<file path="config.mk">
export PLATFORM = sky130hd
export DESIGN_NAME = muldiv_unit
export DESIGN_NICKNAME = d
export VERILOG_FILES = /design/src/rtl/muldiv_unit.sv
export SDC_FILE = /design/constraint.sdc
export NUM_CORES = 1
export LEC_CHECK = 0
export CAP_MARGIN = 20
export CORE_ASPECT_RATIO = 1.75
export CORE_MARGIN = 5
export CORE_UTILIZATION = 52
export CTS_BUF_LIST = sky130_fd_sc_hd__clkbuf_4 sky130_fd_sc_hd__clkbuf_8
export DETAILED_ROUTE_END_ITERATION = 12
export HOLD_SLACK_MARGIN = 0.06
export PLACE_DENSITY = 0.69
export SYNTH_ARGS = -nofsm -noshare
export SYNTH_HDL_FRONTEND = slang
export SYNTH_SLANG_ARGS = --single-unit
export TNS_END_PERCENT = 100
</file>
<file path="constraint.sdc">
create_clock -name clk -period 7.7 [get_ports clk]
set_input_delay 1.925 -clock clk [delete_from_list [all_inputs] [get_ports clk]]
set_output_delay 1.925 -clock clk [all_outputs]
set_load 0.02 [all_outputs]
</file>
<file path="src/rtl/muldiv_unit.sv">
// Iterative multicycle MULT/MULTU/DIV/DIVU unit for the EX stage.
// Operates on magnitudes for WIDTH cycles, then applies the sign fix and writes HI/LO.
module muldiv_unit #(
    parameter int unsigned WIDTH = 32
) (
    input  logic             clk,
    input  logic             reset,
    input  logic             start,
    input  logic [1:0]       op,
    input  logic [WIDTH-1:0] src_a,
    input  logic [WIDTH-1:0] src_b,
    input  logic             cancel,
    output logic             busy,
    output logic             done,
    output logic [WIDTH-1:0] hi_out,
    output logic [WIDTH-1:0] lo_out,
    output logic             hiwrite,
    output logic             lowrite
);

    localparam int unsigned CW = (WIDTH > 1) ? $clog2(WIDTH) : 1;
    localparam logic [CW-1:0] LAST = CW'(WIDTH - 1);

    typedef enum logic [1:0] {
        IDLE,
        CALC,
        FIX,
        DONE
    } state_t;

    state_t             state;
    logic [CW-1:0]      counter;
    logic [1:0]         op_r;
    logic [WIDTH-1:0]   a_raw;
    logic               a_neg;
    logic               b_neg;
    logic               divzero;
    logic [WIDTH-1:0]   opnd;
    logic [2*WIDTH-1:0] acc;
    logic [WIDTH-1:0]   rem;

    logic               in_signed;
    logic [WIDTH-1:0]   in_a_mag;
    logic [WIDTH-1:0]   in_b_mag;
    logic [WIDTH:0]     mul_sum;
    logic [WIDTH:0]     div_shift;
    logic [WIDTH-1:0]   div_diff;
    logic               div_ge;
    logic               is_div;
    logic               is_signed;
    logic [2*WIDTH-1:0] prod_s;
    logic [WIDTH-1:0]   quo_s;
    logic [WIDTH-1:0]   rem_s;
    logic [WIDTH-1:0]   fix_hi;
    logic [WIDTH-1:0]   fix_lo;

    assign hiwrite = done;
    assign lowrite = done;

    always_comb begin
        in_signed = ~op[0];
        in_a_mag  = (in_signed && src_a[WIDTH-1]) ? -src_a : src_a;
        in_b_mag  = (in_signed && src_b[WIDTH-1]) ? -src_b : src_b;

        // Shift-add: acc[0] is the current multiplier bit; the carry lands in bit WIDTH.
        mul_sum   = {1'b0, acc[2*WIDTH-1:WIDTH]} + (acc[0] ? {1'b0, opnd} : '0);

        // Restoring division: rem:acc[WIDTH-1:0] shifts left, dividend bits feed rem.
        div_shift = {rem, acc[WIDTH-1]};
        div_ge    = (div_shift >= {1'b0, opnd});
        div_diff  = div_shift[WIDTH-1:0] - opnd;

        is_div    = op_r[1];
        is_signed = ~op_r[0];
        prod_s    = (is_signed && (a_neg ^ b_neg)) ? -acc : acc;
        quo_s     = (is_signed && (a_neg ^ b_neg)) ? -acc[WIDTH-1:0] : acc[WIDTH-1:0];
        rem_s     = (is_signed && a_neg) ? -rem : rem;

        if (divzero) begin
            fix_hi = a_raw;
            fix_lo = '1;
        end else if (is_div) begin
            fix_hi = rem_s;
            fix_lo = quo_s;
        end else begin
            fix_hi = prod_s[2*WIDTH-1:WIDTH];
            fix_lo = prod_s[WIDTH-1:0];
        end
    end

    always_ff @(posedge clk or negedge reset) begin
        if (!reset) begin
            state   <= IDLE;
            counter <= '0;
            busy    <= 1'b0;
            done    <= 1'b0;
            hi_out  <= '0;
            lo_out  <= '0;
            op_r    <= '0;
            a_raw   <= '0;
            a_neg   <= 1'b0;
            b_neg   <= 1'b0;
            divzero <= 1'b0;
            opnd    <= '0;
            acc     <= '0;
            rem     <= '0;
        end else begin
            done <= 1'b0;
            case (state)
                IDLE: begin
                    if (start && !cancel) begin
                        state   <= CALC;
                        busy    <= 1'b1;
                        counter <= '0;
                        op_r    <= op;
                        a_raw   <= src_a;
                        a_neg   <= in_signed & src_a[WIDTH-1];
                        b_neg   <= in_signed & src_b[WIDTH-1];
                        divzero <= op[1] && (src_b == '0);
                        rem     <= '0;
                        if (op[1]) begin
                            opnd <= in_b_mag;
                            acc  <= {{WIDTH{1'b0}}, in_a_mag};
                        end else begin
                            opnd <= in_a_mag;
                            acc  <= {{WIDTH{1'b0}}, in_b_mag};
                        end
                    end
                end
                CALC: begin
                    if (cancel) begin
                        state <= IDLE;
                        busy  <= 1'b0;
                    end else begin
                        if (is_div) begin
                            rem              <= div_ge ? div_diff : div_shift[WIDTH-1:0];
                            acc[WIDTH-1:0]   <= {acc[WIDTH-2:0], div_ge};
                        end else begin
                            acc <= {mul_sum, acc[WIDTH-1:1]};
                        end
                        counter <= counter + CW'(1);
                        if (counter == LAST) begin
                            state <= FIX;
                        end
                    end
                end
                FIX: begin
                    if (cancel) begin
                        state <= IDLE;
                        busy  <= 1'b0;
                    end else begin
                        hi_out <= fix_hi;
                        lo_out <= fix_lo;
                        done   <= 1'b1;
                        state  <= DONE;
                    end
                end
                DONE: begin
                    state <= IDLE;
                    busy  <= 1'b0;
                end
                default: begin
                    state <= IDLE;
                    busy  <= 1'b0;
                end
            endcase
        end
    end

endmodule

</file>
==> impl_metrics.env, run 1 <==
export IMPL_status="complete, no violations"
export IMPL_vias_per_cell=6.240
export IMPL_async_flop_share_pct=100.0
export IMPL_final_seq_area_sq_um=5957
export IMPL_worstSetupPathType="in2reg"
export IMPL_hold_viol=0
export IMPL_drc=0
export IMPL_synth_edf_count=0
export IMPL_clockBufferDepth=3
export IMPL_cts_buffers=40
export IMPL_place_ws_ns=2.502
export IMPL_grt_total_usage_pct=32.32
export IMPL_dr_total_vias=17000
export IMPL_clk_insertion_delay_late_ns=0.59
export IMPL_ctsHoldBuffers=0
export IMPL_clock_root_buffer="clkbuf_8"
export IMPL_timing_final_ws_setup_ns=3.012
export IMPL_grt_pass1_wl_microns=95280
export IMPL_finalCritPeriodShare_pct=60.89
export IMPL_period_minus_slack_ns=4.688
export IMPL_rsz0062_at_grt="false"
export IMPL_wire_per_inst_microns=22.97
export IMPL_ant_nets=0
export IMPL_netlist_instances=2172
export IMPL_crit_path_start_kind="input port"
export IMPL_fmax_ghz=0.2133
export IMPL_yosys_warnings=0
export IMPL_ys_ff_latch=238
export IMPL_ir_drop_mv=0.2675
export IMPL_post_cts_repair_setup_buffers=0
export IMPL_htreeDepth=2
export IMPL_syn_num_nets=2317
export IMPL_holdWs_ns=0.4766
export IMPL_setup_violations=0
export IMPL_grt_max_degree=134
export IMPL_drt_initial_drc_count=1525
export IMPL_num_rows=89
export IMPL_syn_cell_area_sq_um=17730
export IMPL_powerDensity_nw_per_um2=343.5
export IMPL_p_leak_nw=8.897
export IMPL_relSlewSlack_pct=32.90
export IMPL_synthFlopType="dfrtp_1"
export IMPL_cts_tree="done"
export IMPL_portBuffers=137
export IMPL_yosys_cell_types_count=87
export IMPL_yosysSeqAreaShare_pct=33.58
export IMPL_drive_above_1_share_pct=8.201
export IMPL_avgSynthCellArea_sq_um=8.165
export IMPL_fillCellCount=3115
export IMPL_gp_congestion=0.9700
export IMPL_wirelength_microns=62580
export IMPL_antenna_found_initial=1
export IMPL_cp_max_fo=7
export IMPL_io_pins=138
export IMPL_endpoint_kind="flop"
export IMPL_cts_num_sinks=238
export IMPL_nets=2387
export IMPL_setup_tns_ns=0
export IMPL_postCtsResizedCells=0
export IMPL_path_clk_slew_ns=0.06
export IMPL_start_util_pct=52.56
export IMPL_multiInputGateArea_sq_um=11030
export IMPL_grt_overflow=0
export IMPL_worstPathArrival_ns=5.17
export IMPL_hold_path_class="reg2reg"
export IMPL_fin_skew_ns=0.02589
export IMPL_maxSlewViolCount=0
export IMPL_drv_cap=0
export IMPL_drtPass1Iterations=6
export IMPL_required_ns=8.18
export IMPL_die_x_microns=149.6
export IMPL_die_area_sq_um=38040
export IMPL_hpwl_microns=47630
export IMPL_die_y_microns=254.3
export IMPL_grt_pass1_vias=16760
export IMPL_worst_pin_slew_ns=1.004
export IMPL_syn_to_final_growth_pct=14.52
export IMPL_core_sq_um=33740
stage by stage:
step                      instance area, sq um  total power, mW  utilization [%]  std cells
final                                    20310            6.977            60.19       2724
after global routing                     20310            7.383            60.19       2724
after CTS                                20260            6.954            60.04       2721
after detailed placement                 19370            5.628            57.40       2653
after global placement                   19370            5.564            57.40       2653
after floorplan                          17730            4.357                -       2172
kinds of logic (layout without fill, tap and decap cells):
| group | Yosys count | in the layout | share of synthesized area [%] |
|---|---|---|---|
| and+or+nand+nor | 694 | 694 | 18.64 |
| AOI/OAI and AO/OA | 687 | 687 | 23.47 |
| DFF | 238 | 238 | 33.58 |
| buffers and inverters | 205 | 301 | 4.466 |
| xor gates and xnor gates | 195 | 195 | 9.673 |
| muxes | 78 | 78 | 4.797 |
| adders and majority gates | 75 | 75 | 5.376 |
| other | 0 | 1 | 0 |
critical path: stages:
cell and delay (ns):
clkdlybuf4s50_1 0.46, or4_1 0.60, or4_1 0.58, nor2_1 0.29, a21oi_1 0.12, xor2_1 0.26, nor2_1 0.07, a211oi_1 0.60
a21oi_1 0.08, o21ai_0 0.18
layout by cell type, fill, tap and decap left out, types with 34 or more instances in the layout:
cell type	n
xor2_1	96
nor3_1	43
mux2_2	56
o21ai_0	173
o21ai_1	34
ha_1	72
a21oi_1	233
clkbuf_8	49
inv_1	71
xnor2_1	98
nor2_1	214
dfrtp_1	237
nand2_1	209
nand3_1	55
clkdlybuf4s50_1	135
a21o_1	46
a211oi_1	35
report_power, final:
part / leakage (nW) / switching (mW) / total [mW] / internal [mW]
combinational: 5.36 / 2.14 / 3.49 / 1.35
sequential: 3.07 / 0.515 / 2.17 / 1.66
clock: 0.468 / 0.574 / 1.31 / 0.740
total: 8.90 / 3.23 / 6.98 / 3.75
flip-flops by register name, summed over array words and instances, names as in the netlist, 2 cells and up:
register / count
counter: 5
a_raw: 32
hi_out: 32
op_r: 2
acc: 64
lo_out: 32
state: 2
rem: 32
opnd: 32
final timing paths:
check / start / endpoint / slack, ns / depth (start not counted)
max in group asynchronous: reset / op_r[1] / 5.08 / 2
min in group asynchronous: reset / lo_out[18] / 1.32 / 1
setup reg to reg: acc[44] / hi_out[29] / 3.74 / 9
hold reg to reg: a_raw[23] / a_raw[23] / 0.48 / 2
hold / removal: a_raw[23] / a_raw[23] / 0.48 / 2
setup / recovery: src_b[5] / acc[17] / 3.01 / 10
Yosys cell counts (all sizes together) (11+ instances only):
cell type,n,share of area [%]
dfrtp,238,34
a21oi,234,6.6
nor2,217,4.6
nand2,210,4.5
o21ai,208,5.9
clkbuf,113,2.4
xnor2,99,4.9
xor2,96,4.7
ha,73,5.2
inv,73,1.5
mux2,56,3.6
nand3,56,1.6
a21o,46,1.9
nor3,45,1.3
a211oi,35,1.5
nand2b,30,1.1
or3,24,0.87
a31oi,22,0.78
and3,22,0.78
mux2i,22,1.2
o31ai,20,0.85
buf,19,0.52
nor4,17,0.79
or4,14,0.66
o21a,13,0.55
nor2b,12,0.42
o41ai,12,0.72
o221ai,11,0.54
final cells by class:
type                       instances  area share, %
antenna                            1        0.01232
tap                              455          2.803
clock buffer                      55          3.542
multi-input combinational       1729          54.29
clock inverter                    13         0.8440
timing repair buffer             160          7.824
inverter                          73          1.349
sequential                       238          29.33
layer usage:
metal | global-route usage, % | part of all wire [%] | wire [microns]
met1 | 36.14 | 37 | 23120
met4 | 21.18 | 7.7 | 4810
met2 | 57.32 | 50 | 31520
met3 | 4.089 | 5.0 | 3131
met5 | 0 | 0 | 0
Power figures use the tool's default switching activity.
==> run 2: changes to the inputs <==
--- a/config.mk
+++ b/config.mk
@@ -12,7 +12,7 @@
 export CTS_BUF_LIST = sky130_fd_sc_hd__clkbuf_4 sky130_fd_sc_hd__clkbuf_8
 export DETAILED_ROUTE_END_ITERATION = 12
 export HOLD_SLACK_MARGIN = 0.06
-export PLACE_DENSITY = 0.69
+export PLACE_DENSITY = 0.72
 export SYNTH_ARGS = -nofsm -noshare
 export SYNTH_HDL_FRONTEND = slang
 export SYNTH_SLANG_ARGS = --single-unit
==> constraint.sdc (replaced) <==
create_clock -name clk -period 4.01 [get_ports clk]
set_input_delay 1.0025 -clock clk [delete_from_list [all_inputs] [get_ports clk]]
set_output_delay 1.0025 -clock clk [all_outputs]
set_load 0.02 [all_outputs]
==> run 2 against run 1 <==
  * Sequential share of layout area down 0.67 points
  * Non-clock buffer count increased by 61
  * Critical path depth unchanged
  * Core utilization grew 1.4 points
  * Clock power grew 93%
  * Cell area grew 2.4%
  * Flip-flop and latch count unchanged
  * Wire length up 0.56%
  * Via count increased by 1.3%
  * Highest routed layer unchanged
==> impl_metrics.env, run 2 (same netlist as run 1, synthesis figures left out) <==
export IMPL_status="complete, no violations"
export IMPL_p_leak_nw=9.187
export IMPL_gp_congestion=1.031
export IMPL_cts_num_sinks=238
export IMPL_largest_reg_flops=64
export IMPL_wire_per_inst_microns=22.59
export IMPL_utilization_pct=61.61
export IMPL_setup_tns_ns=0
export IMPL_worstPathArrival_ns=4.15
export IMPL_rsz0062_at_grt="false"
export IMPL_maxSlewViolCount=0
export IMPL_io_pins=138
export IMPL_holdWs_ns=0.4006
export IMPL_ctsHoldBuffers=0
export IMPL_met3_length_microns=3636
export IMPL_period_minus_slack_ns=3.695
export IMPL_highest_layer="met4"
export IMPL_wirelength_met1_microns=22200
export IMPL_cts_buffers=39
export IMPL_final_common_cell="dfrtp_1"
export IMPL_post_cts_repair_setup_buffers=0
export IMPL_hpwl_microns=49250
export IMPL_max_stage_delay_ns=0.73
export IMPL_nets=2447
export IMPL_die_y_microns=254.3
export IMPL_syn_to_final_growth_pct=17.21
export IMPL_postCtsResizedCells=0
export IMPL_cp_slowest_cell="nor4_1"
export IMPL_antenna_found_initial=0
export IMPL_final_area_sq_um=20790
export IMPL_clockBufferDepth=3
export IMPL_path_clk_slew_ns=0.07
export IMPL_drt_initial_drc_count=1308
export IMPL_drtPass1Iterations=5
export IMPL_required_ns=4.46
export IMPL_regMostFlops="acc"
export IMPL_worst_pin_slew_ns=0.9860
export IMPL_placed_cell_area_sq_um=19880
export IMPL_power_mw=13.61
export IMPL_clock_root_buffer="clkbuf_8"
export IMPL_fmax_ghz=0.2707
export IMPL_powerDensity_nw_per_um2=655.0
export IMPL_worst_path_buf_inv=1
export IMPL_cp_max_fo=5
export IMPL_hold_viol=0
export IMPL_crit_path_start_kind="flop"
export IMPL_vias_per_cell=6.181
export IMPL_grt_max_degree=83
export IMPL_critPathTopFamily="simple AND/OR/NAND/NOR gates"
export IMPL_endpoint_kind="flop"
export IMPL_drv_cap=0
export IMPL_grt_overflow=0
export IMPL_num_rows=89
export IMPL_die_x_microns=149.6
export IMPL_ir_drop_mv=0.3853
export IMPL_clk_insertion_delay_late_ns=0.59
export IMPL_drc=0
export IMPL_start_util_pct=52.56
export IMPL_htreeDepth=2
export IMPL_worstSetupPathType="reg2reg"
export IMPL_setup_violations=0
export IMPL_wirelength_microns=62930
export IMPL_final_cell_mix="237 x dfrtp_1, 233 x a21oi_1, 215 x nor2_1"
export IMPL_finalCritPeriodShare_pct=92.14
export IMPL_drive_above_1_share_pct=10.60
export IMPL_die_area_sq_um=38040
export IMPL_route_met2_wl_microns=31660
export IMPL_fin_skew_ns=0.02509
export IMPL_dr_total_vias=17220
export IMPL_portBuffers=137
export IMPL_grt_total_usage_pct=32.57
export IMPL_relSlewSlack_pct=34.27
export IMPL_cts_tree="done"
export IMPL_hold_path_class="in2async"
export IMPL_core_sq_um=33740
export IMPL_grt_pass1_vias=17040
export IMPL_grt_pass1_wl_microns=96160
export IMPL_cp_cell_sequence="or4_4, nor4_1, nand4b_2, nor4_2, buf_4, nand2_1, o31a_1, xor2_1, o211ai_1, nand3_1"
export IMPL_ant_nets=0
[run 2: layout make-up]
cell class,instances,area (sq um)
fill,3006,12950
tap,455,569.3
sequential,238,5957
timing repair buffer,221,2052
clock inverter,17,230.2
clock buffer,52,678.2
inverter,73,274.0
antenna,1,2.502
multi-input combinational,1729,11020
[run 2: metrics by stage]
stage	worst slack, ns	cells
2_1_floorplan	0.6594	2172
6_report	0.3152	2786
3_3_place_gp	0.2013	2716
3_5_place_dp	0.1766	2716
4_1_cts	0.3474	2785
5_1_grt	0.06760	2785
[run 2: where the power goes]
group	internal, mW	total (mW)	leakage [nW]	switching [mW]
Combinational	2.76	7.03	5.66	4.27
Clock	1.44	2.53	0.458	1.10
Sequential	3.19	4.05	3.07	0.862
[run 2: metal layers]
layer  up-vias  global-route usage [%]
met5         -                       0
met4         0                   23.77
met3       248                   4.960
met2       723                   56.92
met1      8223                   35.57
li1       8025                       -
[run 2: path summary, 6_finish.rpt]
path / from / endpoint / slack [ns] / depth (start not counted)
worst max-delay path: acc[17] / hi_out[29] / 0.32 / 10
worst max register to register: acc[17] / hi_out[29] / 0.32 / 10
worst min-delay path: reset / lo_out[19] / 0.40 / 1
min in group clk: hi_out[24] / hi_out[24] / 0.48 / 2
worst min register to register: hi_out[24] / hi_out[24] / 0.48 / 2
max in group asynchronous: reset / opnd[20] / 2.63 / 2
[run 2: worst register-to-register path, cell delays in order (launching register included)]
cell	delay, ns
dfrtp_1	0.41
or4_4	0.61
nor4_1	0.73
nand4b_2	0.42
nor4_2	0.34
buf_4	0.22
nand2_1	0.09
o31a_1	0.28
xor2_1	0.14
o211ai_1	0.23
nand3_1	0.11
==> run 3: changes to the inputs <==
--- a/config.mk
+++ b/config.mk
@@ -13,6 +13,7 @@
 export DETAILED_ROUTE_END_ITERATION = 12
 export HOLD_SLACK_MARGIN = 0.06
 export PLACE_DENSITY = 0.72
+export SLEW_MARGIN = 5
 export SYNTH_ARGS = -nofsm -noshare
 export SYNTH_HDL_FRONTEND = slang
 export SYNTH_SLANG_ARGS = --single-unit
==> results of run 3 <==
The final DEF is identical to that of run 2; final timing and power are the same.
